$ cat src/rtl/ika2151_noise_multi.sv
// rtl/ika2151_noise_multi.sv - multi-channel noise generator: divider, LFSR and signed amplitude stage per channel
module ika2151_noise_multi #(
  parameter int                CH     = 1,
  parameter int                NFRQ_W = 5,
  parameter int                LFSR_W = 17,
  parameter int                TAP_A  = 0,
  parameter int                TAP_B  = 3,
  parameter logic [LFSR_W-1:0] SEED   = '0,
  parameter int                OUT_W  = 14
) (
  input  logic                     i_EMUCLK,
  input  logic                     i_MRST,
  input  logic                     i_phi1_NCEN_n,
  input  logic                     i_CYCLE_12,
  input  logic [CH*NFRQ_W-1:0]     i_NFRQ,
  input  logic [CH-1:0]            i_NE,
  input  logic [CH*(OUT_W-1)-1:0]  i_LEVEL,
  output logic [CH-1:0]            o_NOISE_BIT,
  output logic [CH*OUT_W-1:0]      o_ACC_NOISE
);

  localparam int MAG_W = OUT_W - 1;

  logic tick;
  assign tick = i_CYCLE_12 & ~i_phi1_NCEN_n;

  for (genvar c = 0; c < CH; c++) begin : g_ch
    logic [NFRQ_W-1:0] cnt;
    logic [NFRQ_W-1:0] period;
    logic              step;
    logic [LFSR_W-1:0] lfsr;
    logic              fb;
    logic [OUT_W-1:0]  mag;
    logic [OUT_W-1:0]  acc;
    logic [OUT_W-1:0]  acc_nxt;

    // all-ones minus the code is simply its bitwise complement
    assign period = ~i_NFRQ[c*NFRQ_W +: NFRQ_W];
    // >= so a lowered period mid-count fires next tick instead of wrapping
    assign step   = (cnt >= period);
    assign fb     = (lfsr == '0) ? 1'b1 : (lfsr[TAP_A] ^ lfsr[TAP_B]);
    assign mag    = {1'b0, i_LEVEL[c*MAG_W +: MAG_W]};

    always_comb begin
      acc_nxt = '0;
      if (i_NE[c]) begin
        acc_nxt = lfsr[0] ? mag : -mag;
      end
    end

    always_ff @(posedge i_EMUCLK) begin
      if (i_MRST) begin
        cnt  <= '0;
        lfsr <= SEED;
        acc  <= '0;
      end else if (tick) begin
        acc <= acc_nxt;
        if (step) begin
          cnt  <= '0;
          lfsr <= {fb, lfsr[LFSR_W-1:1]};
        end else begin
          cnt <= cnt + NFRQ_W'(1);
        end
      end
    end

    assign o_NOISE_BIT[c]                 = lfsr[0];
    assign o_ACC_NOISE[c*OUT_W +: OUT_W]  = acc;
  end

endmodule

$ cat config.mk
export PLATFORM = sky130hd
export DESIGN_NAME = ika2151_noise_multi
export DESIGN_NICKNAME = d
export VERILOG_FILES = /design/src/rtl/ika2151_noise_multi.sv
export SDC_FILE = /design/constraint.sdc
export NUM_CORES = 1
export LEC_CHECK = 0
export ABC_AREA = 1
export CORE_AREA = 2 2 64 66
export DETAILED_ROUTE_END_ITERATION = 10
export DIE_AREA = 0 0 66 68
export PLACE_DENSITY = 0.86
export SLEW_MARGIN = 10
export SYNTH_ARGS = -nofsm -noshare
export SYNTH_HDL_FRONTEND = slang
export SYNTH_SLANG_ARGS = --single-unit
$ cat constraint.sdc
create_clock -name i_EMUCLK -period 1.9 [get_ports i_EMUCLK]
set_clock_uncertainty 0.1 [all_clocks]
set_input_delay 0.38 -clock i_EMUCLK [delete_from_list [all_inputs] [get_ports i_EMUCLK]]
set_output_delay 0.38 -clock i_EMUCLK [all_outputs]
set_load 0.03 [all_outputs]
**Word level (Yosys, flattened, before mapping)**

Cells that the tools add are included.

- Register bits after elaboration: 36
- Bits of input ports: 23

- Add/sub/neg operators: 2
- $lt $le $gt $ge: 1
- Mux-type cells: 4
- Bitwise operators: 4
- Reductions and logical operators: 2

Operators by type and width:

| kind | count |
|---|---|
| 14-bit two-way mux | 2 |
| 17-bit logical NOT | 1 |
| 13-bit negation with 14-bit output | 1 |
| 5-bit by 1-bit adder with 5-bit output (second input constant) | 1 |
| 5-bit >= comparator | 1 |
| 5-bit two-way mux | 1 |
| 5-bit inverter | 1 |
| 2-bit AND reduction | 1 |
| 1-bit AND | 1 |
| 1-bit two-way mux | 1 |
| 1-bit inverter | 1 |
| 1-bit bitwise XOR | 1 |

**Logic depth before layout (Yosys ltp)**

Gate-level depths: netlist of the first run.

- Word-level depth: 3
- Depth in mapped cells: 11
- Depth with buffers taken out: 10

**Worst setup path before layout of the first run**

Ideal clock, no wire load.

- Path kind: input port to flip-flop
- Start point: in i_NFRQ[3]
- End point: reg g_ch[0].lfsr[11]
- Arrival: 1.436 ns
- Slack: 0.248 ns
- Cell stages on the path: 9
- Path through: ha_1 a21o_1 a21oi_2 nand2_2 nand2_4 inv_4 buf_6 nor2_1 nor2_1

- Word-level cells in the longest chain between the ends: 3

Ends and longest elaborated chain:

| item | RTL line | RTL |
|---|---|---|
| start, declared | 15 | `input logic [CH*NFRQ_W-1:0] i_NFRQ,` |
| 5-bit inverter | 38 | `assign period = ~i_NFRQ[c*NFRQ_W +: NFRQ_W];` |
| 5-bit >= comparator | 40 | `assign step = (cnt >= period);` |
| 2-bit AND reduction (no line) | n/a |  |
| end signal, assigned | 60 | `lfsr <= {fb, lfsr[LFSR_W-1:1]};` |
| end, declared | 31 | `logic [LFSR_W-1:0] lfsr;` |

Every way passes these cells.
A chain may end at the register's enable or synchronous reset.

**Worst setup path after layout of the first run**

- Start point: reg g_ch[0].acc[3] (netlist: o_ACC_NOISE[3])
- End point: out o_ACC_NOISE[3]

RTL lines:

| item | RTL line | RTL |
|---|---|---|
| start, declared | 34 | `logic [OUT_W-1:0] acc;` |
| start signal, assigned | 57 | `acc <= acc_nxt;` |
| end, declared | 19 | `output logic [CH*OUT_W-1:0] o_ACC_NOISE` |

No word-level cell between the ends.

==> results of run 1 <==
final timing paths:
check / start / endpoint / slack, ns / cells after the start
max: o_ACC_NOISE[3]$_SDFFE_PP0P_ / o_ACC_NOISE[3] / 0.07 / 1
min: o_ACC_NOISE[12]$_SDFFE_PP0P_ / o_ACC_NOISE[12]$_SDFFE_PP0P_ / 0.36 / 2
max reg2reg: g_ch[0].cnt[0]$_SDFFE_PP0P_ / g_ch[0].lfsr[5]$_SDFFE_PP0P_ / 0.14 / 10
min reg2reg: o_ACC_NOISE[12]$_SDFFE_PP0P_ / o_ACC_NOISE[12]$_SDFFE_PP0P_ / 0.36 / 2
layout make-up:
type | instances | area [um^2]
Multi-Input combinational cell | 194 | 1022
Inverter | 22 | 90.09
Timing Repair Buffer | 43 | 436.7
Tap cell | 50 | 62.56
Clock buffer | 6 | 72.57
Fill cell | 355 | 1446
Clock inverter | 1 | 5.005
Sequential cell | 36 | 720.7
flip-flops by register name, indices dropped and copies added (netlist names):
register and cells:
g_ch.cnt 5, g_ch.lfsr 17, o_ACC_NOISE 14
worst reg2reg max path: stages, from the launching register on:
cell and delay, ns:
dfxtp_1 0.38, inv_1 0.08, ha_1 0.30, inv_2 0.06, a21boi_2 0.04, o21bai_1 0.22
nand2_4 0.14, nand2_8 0.13, inv_8 0.07, nor2_1 0.09, nor2_1 0.05
logic make-up (layout without fill, tap and decap cells):
kind of cell | after synthesis | in the layout | share of synthesized area [%]
xor gates and xnor gates | 3 | 3 | 1.449
adders and majority gates | 7 | 7 | 4.827
and+or+nand+nor | 139 | 141 | 33.10
AOI/OAI and AO/OA | 43 | 43 | 13.38
DFF | 36 | 36 | 39.72
buffers and inverters | 29 | 72 | 7.517
power groups by stage:
stage	Sequential (mW)	Combinational, mW	Clock, mW
CTS	0.784	0.228	0.509
finish	0.785	0.241	0.500
global placement	0.800	0.222	0
detailed placement	0.801	0.227	0
global route	0.787	0.267	0.534
floorplan	0.818	0.105	0
layer usage:
| metal | vias up | track usage [%] | part of all wire [%] |
|---|---|---|---|
| met5 | - | 0 | 0 |
| li1 | 930 | - | - |
| met1 | 815 | 24.92 | 47 |
| met2 | 48 | 27.90 | 46 |
| met4 | 0 | 6.122 | 1.4 |
| met3 | 7 | 3.783 | 5.2 |
cell usage after synthesis:
library cell	count	area share (%)
inv_1	19	3.9
buf_6	3	1.9
nor2_4	1	0.62
nand3_1	27	7.4
clkinv_1	1	0.21
o211ai_1	1	0.41
clkbuf_1	2	0.41
a21o_1	1	0.41
nor2_2	2	0.69
buf_2	2	0.55
inv_2	1	0.21
a21boi_0	1	0.41
o21bai_1	1	0.41
nor3_1	2	0.55
a21oi_2	1	0.48
dfxtp_1	36	40
xor2_1	3	1.4
nand2_2	1	0.35
o21ai_1	2	0.55
nand2_4	1	0.62
o21ai_0	19	5.2
inv_4	1	0.35
nand3b_1	1	0.41
ha_1	7	4.8
nor3_2	1	0.55
nand2_1	53	11
nor2_1	46	9.5
a21oi_1	16	4.4
o21bai_4	1	1.0
nand4_1	4	1.4
per-stage QoR:
step / util, % / total power, mW / setup TNS [ns]
2_1_floorplan: - / 0.9235 / 0
3_3_place_gp: 58.44 / 1.022 / -4.796
3_5_place_dp: 58.44 / 1.028 / -5.811
4_1_cts: 60.45 / 1.521 / 0
5_1_grt: 62.49 / 1.587 / -0.03547
6_report: 62.49 / 1.526 / 0
==> results.cfg, run 1 <==
[placed_design]
placed_area_um2 = 2253
dp_slack_ns = -0.2772
dp.cells = 343
numPortBuffers = 37
gp_congestion = 0.8168
hpwlAfterDp_um = 2966

[worst_setup_path]
cp_top_family = buffers and inverters
worst-path-max-fanout = 2
worstSetupStartpointType = flop
cp.arrival_ns = 1.35
cp.required_ns = 1.42
end_kind = output pin
path_cells = clkdlybuf4s50_1
cpMaxStageDelayCell = clkdlybuf4s50_1
critPathBufInv = 1
path_class = flop to output pin
critical-path-max-stage-delay_ns = 0.70

[routing]
via_per_inst = 5.114
drc = 0
dr.first_iter.drc_count = 104
wl_per_cell_um = 11.89
via_count = 1800
postRouteAntennaNets = 0
totalWireLength_um = 4186
first_pass_iters = 4

[cells_and_area]
final_cells = 352
antenna_cells = 0
final_cell_mix = nand2_1, nor2_1, dfxtp_1
postLayoutCellArea_um2 = 2410
final_nets = 332
syn2layout_area_growth_pct = 32.83
final_common_cell = nand2_1
layout-drive-gt1-share_pct = 10.93

[synth]
syn_inst = 257
yosys_warnings = 0
synth_nets = 287
ys_ff_latch = 36
ys_types = 30
syn_area_um2 = 1814
synth_area_per_cell_um2 = 7.059
seq_area_frac_synth_pct = 39.72

[clocking]
htreeDepth = 2
clock_path_buffers = 2
cts-resized-gates = 0
cts_setup_buffers = 0
clock_latency_ns = 0.28
cts_root_buffer = clkbuf_8
path_clk_slew_ns = 0.07
cts_tree = done
cts_hold_buf = 0
cts_sinks = 36
numCtsBuffers = 5

[global_routing]
grt_use_total_pct = 17.97
grt_pass1_vias = 1360
antenna_found_initial = 0
grt_pass1_wl_um = 6141
grt_remaining_overflow = 0
grt_max_degree = 20

[timing]
drv_slew = 0
setup_viol = 0
hold_ws_ns = 0.3628
hold_violations = 0
max_freq_ghz = 0.5452
period_share_pct = 96.54
worst_slew_pin_slew_ns = 0.4346
max_slew_margin_pct = 70.85
fin_ws_ns = 0.06574
period_minus_slack_ns = 1.834

[pwr]
swShare_pct = 25.81
p_switching_mw = 0.3938
p_int_mw = 1.132
clock_power_share_pct = 32.8
p_per_area_nw_per_um2 = 633.2
combPwrFrac_pct = 15.8
vdd_drop_max_uv = 306.8
seqPwrFrac_pct = 51.4
p_leak_nw = 1.039

[floorplan]
die_h_um = 68
initial_core_util_pct = 47.05
io-pin-count = 38
die_w_um = 66
core_area_um2 = 3856
die_area_um2 = 4488
rows = 23

[worst_hold_path]
hold_class = flop to flop

[flow_run]
maxCapViolCount = 0

[status]
run_status = finished clean
No activity file was read; power rests on OpenSTA's default activity.
==> inputs of run 2 (changes only) <==
--- a/config.mk
+++ b/config.mk
@@ -6,9 +6,9 @@
 export NUM_CORES = 1
 export LEC_CHECK = 0
 export ABC_AREA = 1
-export CORE_AREA = 2 2 64 66
+export CORE_AREA = 4 4 66 68
 export DETAILED_ROUTE_END_ITERATION = 10
-export DIE_AREA = 0 0 66 68
+export DIE_AREA = 0 0 70 72
 export PLACE_DENSITY = 0.86
 export SLEW_MARGIN = 10
 export SYNTH_ARGS = -nofsm -noshare
==> run 2 against run 1 <==
  * Core utilization increased by 1.2 points
  * Global-route usage fell by 1.6 points
  * Flip-flop and latch count unchanged
  * Critical endpoint is now g_ch[0].lfsr[9]$_SDFFE_PP0P_
  * Combinational power about the same
  * Largest cell class unchanged
  * Clock power grew 8.2%
  * Critical path type is now flop to flop
  * Cell count is 0.28% higher
  * Via count rose by 2.1%
  * First-iteration DRC count is 2.9% higher
  * Critical path depth rose by 9
  * Non-clock buffer count down 1
  * Fmax is 0.55% higher
==> results.cfg, run 2 (synthesized netlist as in run 1, its figures left out) <==
[worst_hold_path]
min_from = o_ACC_NOISE[12]$_SDFFE_PP0P_
hold_class = flop to flop
worstHoldEndpoint = o_ACC_NOISE[12]$_SDFFE_PP0P_
hold_path_depth = 2

[clocking]
path_clk_slew_ns = 0.07
cts_hold_buf = 0
numCtsBuffers = 5
cts_setup_buffers = 0
htreeDepth = 2
cts-resized-gates = 0
clock_path_buffers = 2
cts_root_buffer = clkbuf_8
cts_sinks = 36
clock_latency_ns = 0.28
cts_tree = done

[timing]
period_minus_slack_ns = 1.824
fin_ws_ns = 0.07575
setup_viol = 0
max_freq_ghz = 0.5482
hold_violations = 0
period_share_pct = 96.01
setup_tns_ns = 0
worst_slew_pin_slew_ns = 0.4169
max_slew_margin_pct = 72.03
drv_slew = 0

[worst_setup_path]
r2r_setup_slack_ns = 0.08
cp_top_family = simple AND/OR/NAND/NOR gates
end_kind = flop
cp-startpoint = g_ch[0].cnt[0]$_SDFFE_PP0P_
cp.arrival_ns = 1.90
path_class = flop to flop
path_cells = inv_1 -> ha_1 -> inv_1 -> a21boi_1 -> o21bai_1 -> nand2_4 -> nand2_8 -> clkinv_8 -> nor2_4 -> nor2_2
critPathBufInv = 3
worst-path-max-fanout = 7
rr_endpoint = g_ch[0].lfsr[9]$_SDFFE_PP0P_
critical-path-max-stage-delay_ns = 0.39
reg2reg_depth = 10
r2r-start = g_ch[0].cnt[0]$_SDFFE_PP0P_
cpMostUsedCell = inv_1
cp.required_ns = 1.97
cpMaxStageDelayCell = dfxtp_1
worstSetupStartpointType = flop

[flow_run]
maxCapViolCount = 0

[placed_design]
placed_area_um2 = 2233
hpwlAfterDp_um = 3071
dp.cells = 342
gp_congestion = 0.8682
dp_slack_ns = -0.2706
numPortBuffers = 37

[cells_and_area]
final_nets = 332
final_common_cell = nand2_1
antenna_cells = 0
largest_register_ffs = 17
final_cell_mix = nand2_1, nor2_1, dfxtp_1
regMostFlops = g_ch.lfsr
final_cells = 353
syn2layout_area_growth_pct = 35.38
layout-drive-gt1-share_pct = 12.54
postLayoutCellArea_um2 = 2456

[floorplan]
die_h_um = 72
core_area_um2 = 3856
rows = 23
die_area_um2 = 5040
initial_core_util_pct = 47.05
die_w_um = 70
io-pin-count = 38

[pwr]
p_per_area_nw_per_um2 = 637.7
p_leak_nw = 1.059
vdd_drop_max_uv = 382.1
p_total_mw = 1.566

[routing]
totalWireLength_um = 4381
drc = 0
wl_per_cell_um = 12.41
via_count = 1837
dr.first_iter.drc_count = 107
first_pass_iters = 5
via_per_inst = 5.204
postRouteAntennaNets = 0

[status]
run_status = finished clean

[global_routing]
grt_use_total_pct = 16.36
grt_max_degree = 20
grt_remaining_overflow = 0
grt_pass1_vias = 1644
grt_pass1_wl_um = 6872
antenna_found_initial = 0
run 2: through the flow:
| stage | utilization [%] | hold slack (ns) |
|---|---|---|
| floorplan | - | 0.3491 |
| global route | 63.69 | 0.3951 |
| detailed placement | 57.92 | 0.3653 |
| global placement | 57.92 | 0.3553 |
| CTS | 60.35 | 0.3735 |
| finish | 63.69 | 0.3679 |
run 2: power by group:
part	total, mW	switching [mW]	internal, mW	leakage, nW
registers	0.786	0.0137	0.772	0.291
logic	0.239	0.131	0.108	0.723
clock network	0.541	0.247	0.294	0.0445
run 2: worst reg2reg max path, delay by kind of cell (launching register included):
kind / cells / cell delay (ns)
simple gates: 4 / 0.44
fa+ha+maj: 1 / 0.28
compound gates: 2 / 0.27
flops: 1 / 0.39
buf+inv: 3 / 0.23
run 2: metal layers:
metal	track usage [%]	vias up	part of all wire, %
met5	0	-	0
met4	4.894	0	2.5
met3	3.878	12	6.6
met2	26.97	63	47
met1	21.42	826	44
li1	-	936	-
run 2: cell type report:
type                    count  area, um^2
clock buffers               7       86.33
clock inverters             1       7.507
fillers                   341        1400
inverters                  22       95.09
multi-input cells         194        1060
flip-flops and latches     36       720.7
well taps                  50       62.56
repair buffers             42       415.4
repair inverters            1       8.758
run 2: how the worst max path moves through the flow:
stage / cells past startpoint / end / slack (ns)
2_1_floorplan: 9 / g_ch[0].lfsr[11]$_SDFFE_PP0P_ / 0.25
3_3_place_gp: 9 / g_ch[0].lfsr[0]$_SDFFE_PP0P_ / -0.23
3_5_place_dp: 11 / g_ch[0].lfsr[6]$_SDFFE_PP0P_ / -0.27
4_1_cts: 10 / g_ch[0].cnt[1]$_SDFFE_PP0P_ / 0.02
5_1_grt: 10 / g_ch[0].lfsr[9]$_SDFFE_PP0P_ / -0.02
6_report: 10 / g_ch[0].lfsr[9]$_SDFFE_PP0P_ / 0.08
==> inputs of run 3 (changes only) <==
--- a/config.mk
+++ b/config.mk
@@ -6,6 +6,7 @@
 export NUM_CORES = 1
 export LEC_CHECK = 0
 export ABC_AREA = 1
+export CAP_MARGIN = 20
 export CORE_AREA = 4 4 66 68
 export DETAILED_ROUTE_END_ITERATION = 10
 export DIE_AREA = 0 0 70 72
==> results of run 3 <==
The final DEF is identical to that of run 2; final timing and power are the same.
